**src/rtl/arbiter_grant_mux.sv**
```systemverilog
// rtl/arbiter_grant_mux.sv - grant-side companion to a round-robin arbiter with a 2-entry output FIFO
module arbiter_grant_mux #(
    parameter int P_REQUESTER_NUM = 3,
    parameter int P_DATA_W        = 8,
    parameter int P_ID_W          = (P_REQUESTER_NUM > 2) ? $clog2(P_REQUESTER_NUM) : 1
) (
    input  logic                                  clk,
    input  logic                                  rst,
    input  logic [P_REQUESTER_NUM-1:0]            req_valid,
    input  logic [P_REQUESTER_NUM*P_DATA_W-1:0]   req_data,
    output logic [P_REQUESTER_NUM-1:0]            req_ready,
    output logic [P_REQUESTER_NUM-1:0]            request,
    input  logic [P_REQUESTER_NUM-1:0]            grant_valid,
    output logic                                  grant_ready,
    output logic                                  m_valid,
    output logic [P_DATA_W-1:0]                   m_data,
    output logic [P_ID_W-1:0]                     m_id,
    input  logic                                  m_ready,
    output logic                                  grant_err
);

    localparam logic [P_REQUESTER_NUM-1:0] LP_ONE = P_REQUESTER_NUM'(1);

    logic [1:0]          r_count;
    logic                r_wr_ptr;
    logic                r_rd_ptr;
    logic [P_DATA_W-1:0] r_data_mem [2];
    logic [P_ID_W-1:0]   r_id_mem   [2];
    logic                r_grant_err;

    logic                w_grant_ready;
    logic                w_fire;
    logic                w_onehot;
    logic                w_sel_valid;
    logic                w_good;
    logic                w_push;
    logic                w_pop;
    logic [P_ID_W-1:0]   w_idx;
    logic [P_DATA_W-1:0] w_sel_data;

    // Occupancy-only ready keeps the arbiter handshake free of combinational loops.
    assign w_grant_ready = (r_count < 2'd2) & ~rst;
    assign w_fire        = (|grant_valid) & w_grant_ready;
    assign w_onehot      = (grant_valid != '0) && ((grant_valid & (grant_valid - LP_ONE)) == '0);
    assign w_sel_valid   = |(grant_valid & req_valid);
    assign w_good        = w_fire & w_onehot & w_sel_valid;
    assign w_push        = w_good;
    assign w_pop         = (r_count != 2'd0) & m_ready;

    always_comb begin
        w_idx      = '0;
        w_sel_data = '0;
        for (int i = 0; i < P_REQUESTER_NUM; i++) begin
            if (grant_valid[i]) begin
                w_idx      = P_ID_W'(i);
                w_sel_data = req_data[i*P_DATA_W +: P_DATA_W];
            end
        end
    end

    always_ff @(posedge clk) begin
        if (rst) begin
            r_count     <= 2'd0;
            r_wr_ptr    <= 1'b0;
            r_rd_ptr    <= 1'b0;
            r_grant_err <= 1'b0;
            for (int k = 0; k < 2; k++) begin
                r_data_mem[k] <= '0;
                r_id_mem[k]   <= '0;
            end
        end else begin
            if (w_push) begin
                r_data_mem[r_wr_ptr] <= w_sel_data;
                r_id_mem[r_wr_ptr]   <= w_idx;
                r_wr_ptr             <= ~r_wr_ptr;
            end
            if (w_pop) begin
                r_rd_ptr <= ~r_rd_ptr;
            end
            case ({w_push, w_pop})
                2'b10:   r_count <= r_count + 2'd1;
                2'b01:   r_count <= r_count - 2'd1;
                default: r_count <= r_count;
            endcase
            // A malformed grant is still consumed; only the sticky flag records it.
            if (w_fire && !w_good) begin
                r_grant_err <= 1'b1;
            end
        end
    end

    assign request     = rst ? '0 : req_valid;
    assign grant_ready = w_grant_ready;
    assign req_ready   = w_good ? grant_valid : '0;
    assign m_valid     = (r_count != 2'd0);
    assign m_data      = r_data_mem[r_rd_ptr];
    assign m_id        = r_id_mem[r_rd_ptr];
    assign grant_err   = r_grant_err;

endmodule

```
**config.mk**
```make
export PLATFORM = sky130hd
export DESIGN_NAME = arbiter_grant_mux
export DESIGN_NICKNAME = d
export VERILOG_FILES = /design/src/rtl/arbiter_grant_mux.sv
export SDC_FILE = /design/constraint.sdc
export NUM_CORES = 1
export LEC_CHECK = 0
export CORE_UTILIZATION = 45
export DETAILED_ROUTE_END_ITERATION = 12
export HOLD_SLACK_MARGIN = 0.15
export PLACE_DENSITY_LB_ADDON = 0.05
export SYNTH_ARGS = -nofsm -noshare
export SYNTH_HDL_FRONTEND = slang
export SYNTH_SLANG_ARGS = --single-unit
```
**constraint.sdc**
```tcl
create_clock -name clk -period 3.06 [get_ports clk]
set_input_delay 0.306 -clock clk [delete_from_list [all_inputs] [get_ports clk]]
set_output_delay 0.306 -clock clk [all_outputs]
set_load 0.01 [all_outputs]
```
==> metrics.txt, run 1 <==
MaxCap Viol Count 0; via count between 1000 and 1500; FMAX slightly below 400 MHz; # setup viols final 0; power share of the combinational group about 28%; M1 WL roughly 1400 microns; Synth area leader edfxtp_1; htree depth 1; setup ws final 0.479 ns; Seq pwr share between 50% and 60%; Antenna Nets Post-Route 0; Clk Latency, worst-skew pair ~0.31 ns; max layer used met4; final std cell area, no fill slightly above 2000 sq um; Max Slew Vio Count 0; status finished, final reports clean; clk sink count 26; Routed WL roughly 3100 microns; antenna cells 0; Layout Skew 0.0113 ns; Worst setup SP type input pin; PortBufs 51; routed wl met3 roughly 200 microns; Mapped Cells around 130; die width 59.3 microns; Synth cell types 31; crit path max fanout 13; max_slew headroom a little under two thirds; crit path DAT 2.28 ns; initial antenna violation count 0; mean routed wirelength per cell 13.7 microns; Post-Syn Area per Cell 11.1 sq um; sequential cell area around 720 sq um; Final Hold Fails 0; buffer levels on the longest clock path 2; yosys warns 0; initial core utilization 48.0%; area delta synth->final 38.4%; Filler cells 240; sequential share of the synthesized area 48.7%; Mapped Area about 1500 sq um; Hold-fix buffers, CTS 0; Net count, final ~220; CP Capture Type output port; Critical Path RT about 2.8 ns; Final Power approximately 0.8 mW; largest net degree at the start of global routing 23; total die area between 3000 and 4000 sq um; DR pass1 iterations 7; Worst Max-Slew Pin Slew about 0.55 ns; CTS-repair resized insts 0; Detailed Place HPWL approximately 2500 microns; Int Pwr 0.582 mW; Avg Vias per Cell between 5 and 6; commonest non-fill, non-tap cell in the layout clkdlybuf4s50_1; Hold WC Path Type flip-flop to flip-flop; Boundary Pins 52; Clock Tree Root clkbuf_4; met2 routed WL 1490 microns; # rows 20; WHS 0.480 ns; CTS tree built; clock power share a little under a fifth; DR DRC count 0; global-route wire length before repair between 4000 and 5000 microns; leakage power total 0.712 nW; total grt overflow 0; pwr dens between 300 and 400 nW/um^2; RSZ-0062 raised after global routing no; vias in the first global route ~1100; Overall Global Routing Usage about a fifth; Period Utilization, post-route between 80% and 90%; fin crit period ~2.6 ns; Setup WS pre-CTS slightly above 0.4 ns; Yosys top cell area share about two fifths; setup TNS 0 ns; GP Congestion ~0.78; Post-CTS Setup Inserts 0; Crit Path Category input pin to output port; proportion of layout cells with a drive suffix above 1 ~20%; most frequent cells in the layout 51 x clkdlybuf4s50_1, 20 x edfxtp_1, 14 x nor3_1, 11 x nor2b_1, 10 x mux2_2; ranking of synthesized cells by area edfxtp_1 41%, dfxtp_1 8.1%, mux2_2 7.6%; Sw Share 25.7%; Num CTS Buffers 3; net switching power ~0.20 mW; Yosys reg bits 26; syn nets between 150 and 200; core region area 3080 sq um; Chip Height 59.3 microns; clock-pin slew on the worst setup and hold paths roughly 0.14 ns; multi-input logic area 686 sq um; Iter 0 DRT Violations 29; placed inst area about 2000 sq um; worst vdd ir around 0.16 mV
-- final cells by class --
| class | instances | area share, % |
|---|---|---|
| inverters | 5 | 0.917 |
| clock buffers | 3 | 1.10 |
| clock inverters | 1 | 0.183 |
| multi-input cells | 93 | 33.5 |
| well taps | 44 | 2.69 |
| flip-flops and latches | 26 | 35.2 |
| repair buffers | 55 | 26.4 |
-- metrics by stage --
| step | utilization, % | std cells |
|---|---|---|
| after detailed placement | 65.7 | 223 |
| final | 66.5 | 227 |
| after floorplan | - | 133 |
| after global placement | 65.7 | 223 |
| after global routing | 66.5 | 227 |
| after CTS | 66.5 | 227 |
-- worst max-delay path: stages --
cell	delay, ns
clkdlybuf4s50_1	0.71
and4bb_1	0.31
o311ai_4	0.38
nor2_1	0.08
clkdlybuf4s50_1	0.49
-- per-layer routing --
layer	GRT usage, %	vias to the layer above
met2	31.9	52
met5	0	-
met4	5.78	0
li1	-	585
met3	3.71	4
met1	24.4	533
-- worst paths after layout --
path	slack, ns	endpoint	startpoint	depth (start not counted)
setup / recovery	0.48	req_ready[0]	grant_valid[0]	5
hold / removal	0.48	grant_err	grant_err	1
setup reg to reg	1.15	r_data_mem[1][2]	r_wr_ptr	3
hold reg to reg	0.48	grant_err	grant_err	1
-- cells in the mapped netlist --
| cell | n |
|---|---|
| nor3_2 | 6 |
| clkinv_1 | 2 |
| buf_6 | 2 |
| edfxtp_1 | 20 |
| and4bb_4 | 1 |
| nor2_2 | 1 |
| a31o_2 | 8 |
| nand2_1 | 9 |
| mux2_2 | 10 |
| dfxtp_1 | 6 |
| or2_2 | 1 |
| inv_1 | 3 |
| mux2i_1 | 1 |
| nand3b_1 | 8 |
| and4bb_1 | 1 |
| o311ai_4 | 1 |
| nor2_1 | 7 |
| a32o_1 | 1 |
| nand3_1 | 1 |
| xnor2_1 | 2 |
| a21oi_1 | 1 |
| buf_2 | 4 |
| or3_1 | 2 |
| clkbuf_1 | 3 |
| o21a_1 | 1 |
| nor2b_1 | 11 |
| nor3_1 | 14 |
| and4bb_2 | 1 |
| ha_1 | 1 |
| xor2_1 | 1 |
| o21ai_0 | 3 |
-- power groups by stage --
| stage | Sequential (mW) | Combinational (mW) | Clock, mW |
|---|---|---|---|
| floorplan | 0.421 | 0.122 | 0 |
| global placement | 0.431 | 0.213 | 0 |
| detailed placement | 0.433 | 0.218 | 0 |
| CTS | 0.425 | 0.219 | 0.145 |
| global route | 0.428 | 0.234 | 0.157 |
| finish | 0.424 | 0.217 | 0.142 |
-- state kept, by name, indices dropped and copies added (netlist names), named ones only --
register    cells
r_data_mem     16
r_id_mem        4
r_count         2
grant_err       1
r_rd_ptr        1
r_wr_ptr        1
-- cell families after synthesis --
| kind of cell | count (synthesis) | share of synthesized area, % |
|---|---|---|
| flops | 26 | 48.7 |
| mux | 11 | 8.29 |
| simple gates | 63 | 26.4 |
| fa+ha+maj | 1 | 0.846 |
| buf+inv | 14 | 4.91 |
| compound gates | 15 | 9.05 |
| xor+xnor | 3 | 1.78 |
No activity file was read; power rests on OpenSTA's default activity.
==> run 2: changes to the inputs <==
==> constraint.sdc (replaced) <==
create_clock -name clk -period 2.6 [get_ports clk]
set_input_delay 0.26 -clock clk [delete_from_list [all_inputs] [get_ports clk]]
set_output_delay 0.26 -clock clk [all_outputs]
set_load 0.01 [all_outputs]
==> metrics.txt, run 2 (synthesized netlist as in run 1, its figures left out) <==
DR DRC count 0; WHS ~0.50 ns; number of flip-flops under the largest register name 16; initial antenna violation count 0; clock-pin slew on the worst setup and hold paths approximately 0.12 ns; pwr dens 445 nW/um^2; Max Slew Vio Count 0; DR pass1 iterations 4; placed inst area between 2000 and 2500 sq um; multi-input logic area just under 700 sq um; antenna cells 0; commonest non-fill, non-tap cell in the layout clkdlybuf4s50_1; initial core utilization just under 50%; Period Utilization, post-route between 80% and 90%; Net count, final 223; Antenna Nets Post-Route 0; Hold-fix buffers, CTS 0; CP Capture Type output port; proportion of layout cells with a drive suffix above 1 21.8%; setup ws final roughly 0.32 ns; MaxCap Viol Count 0; Filler cells approximately 260; final std cell area, no fill ~2100 sq um; area delta synth->final 40.9%; Worst setup SP type input pin; Hold WC Path Type flip-flop to flip-flop; Avg Vias per Cell 5.07; Crit Path Category input pin to output port; worst-path cell chain clkdlybuf4s50_1 -> and4bb_2 -> o311ai_4 -> nor2_1 -> clkdlybuf4s50_1; Largest Register r_data_mem; Num CTS Buffers 3; most frequent cells in the layout 51 x clkdlybuf4s50_1, 20 x edfxtp_1, 14 x nor3_1, 11 x nor2b_1, 10 x mux2_2; largest net degree at the start of global routing 23; status finished, final reports clean; Boundary Pins 52; sequential cell area roughly 720 sq um; worst vdd ir around 0.19 mV; max_slew headroom slightly above 70%; Final Hold Fails 0; biggest regs r_data_mem: 16 flops, r_id_mem: 4 flops, r_count: 2 flops; max incr delay on CP 0.55 ns; CTS tree built; CTS-repair resized insts 0; Clock Tree Root clkbuf_4; # rows 20; PortBufs 51; via count between 1000 and 1500; vias in the first global route 1043; Critical Path RT 2.34 ns; fin crit period 2.28 ns; Detailed Place HPWL ~2400 microns; htree depth 1; crit-path most repeated cell clkdlybuf4s50_1; placed cell count approximately 230; buffer levels on the longest clock path 2; Iter 0 DRT Violations 26; Final Util between 60 and 70%; slowest cell on the critical path clkdlybuf4s50_1; final std cells w/o fill between 200 and 250; Worst Max-Slew Pin Slew around 0.42 ns; total die area 3520 sq um; clk sink count 26; Layout Skew between 0.007 and 0.008 ns; die width between 50 and 60 microns; Post-CTS Setup Inserts 0; global-route wire length before repair roughly 4700 microns; mean routed wirelength per cell ~13 microns; crit path max fanout 6; core region area a little over 3000 sq um; Clk Latency, worst-skew pair 0.31 ns; setup TNS 0 ns; Overall Global Routing Usage 18.3%; FMAX between 400 and 500 MHz; RSZ-0062 raised after global routing no; Final Power around 0.93 mW; total grt overflow 0; leakage power total roughly 0.74 nW; Chip Height 59.3 microns; crit path DAT between 2 and 2.5 ns; Setup WS pre-CTS roughly 0.24 ns; Routed WL just over 3000 microns; # setup viols final 0; GP Congestion 0.762
-- run 2: changes by cell type in the layout (fill, tap and decap cells not counted), sizes merged --
cell,before,now
clkbuf,3,4
clkinv,3,2
buf,4,9
-- run 2: worst max-delay path: cells and delay by family --
| family | cells | cell delay, ns |
|---|---|---|
| and+or+nand+nor | 2 | 0.37 |
| AOI/OAI and AO/OA | 1 | 0.35 |
| buffers and inverters | 2 | 1.04 |
-- run 2: routing by layer --
layer | global-route usage (%) | vias to the layer above | share of wire (%) | wire length, microns
li1 | - | 594 | - | -
met1 | 25.9 | 539 | 47 | 1430
met2 | 28.4 | 41 | 47 | 1430
met3 | 3.71 | 2 | 4.9 | 147
met4 | 5.10 | 0 | 0.56 | 17
met5 | 0 | - | 0 | 0
-- run 2: final timing paths --
check                      start          endpoint  slack [ns]  depth (start not counted)
setup / recovery  grant_valid[2]      req_ready[0]        0.32                          5
hold / removal         grant_err         grant_err        0.50                          1
setup reg to reg      r_count[1]  r_data_mem[1][6]        0.90                          5
hold reg to reg        grant_err         grant_err        0.50                          1
-- run 2: cell type report --
class,instances,share of cell area [%]
timing repair buffer,60,27.7
clock buffer,4,1.26
inverter,5,0.900
tap,44,2.64
multi-input combinational,93,32.9
sequential,26,34.6
-- run 2: report_power, final --
part | leakage, nW | switching (mW) | total, mW | internal [mW]
clock network | 0.0150 | 0.107 | 0.167 | 0.0598
registers | 0.257 | 0.0192 | 0.494 | 0.475
logic | 0.464 | 0.107 | 0.267 | 0.160
==> run 3: changes to the inputs <==
--- a/config.mk
+++ b/config.mk
@@ -5,10 +5,13 @@
 export SDC_FILE = /design/constraint.sdc
 export NUM_CORES = 1
 export LEC_CHECK = 0
+export ABC_AREA = 0
 export CORE_UTILIZATION = 45
 export DETAILED_ROUTE_END_ITERATION = 12
 export HOLD_SLACK_MARGIN = 0.15
 export PLACE_DENSITY_LB_ADDON = 0.05
+export SKIP_LAST_GASP = 1
+export SLEW_MARGIN = 15
 export SYNTH_ARGS = -nofsm -noshare
 export SYNTH_HDL_FRONTEND = slang
 export SYNTH_SLANG_ARGS = --single-unit
==> results of run 3 <==
No change in the layout: final DEF, timing and power equal those of run 2.
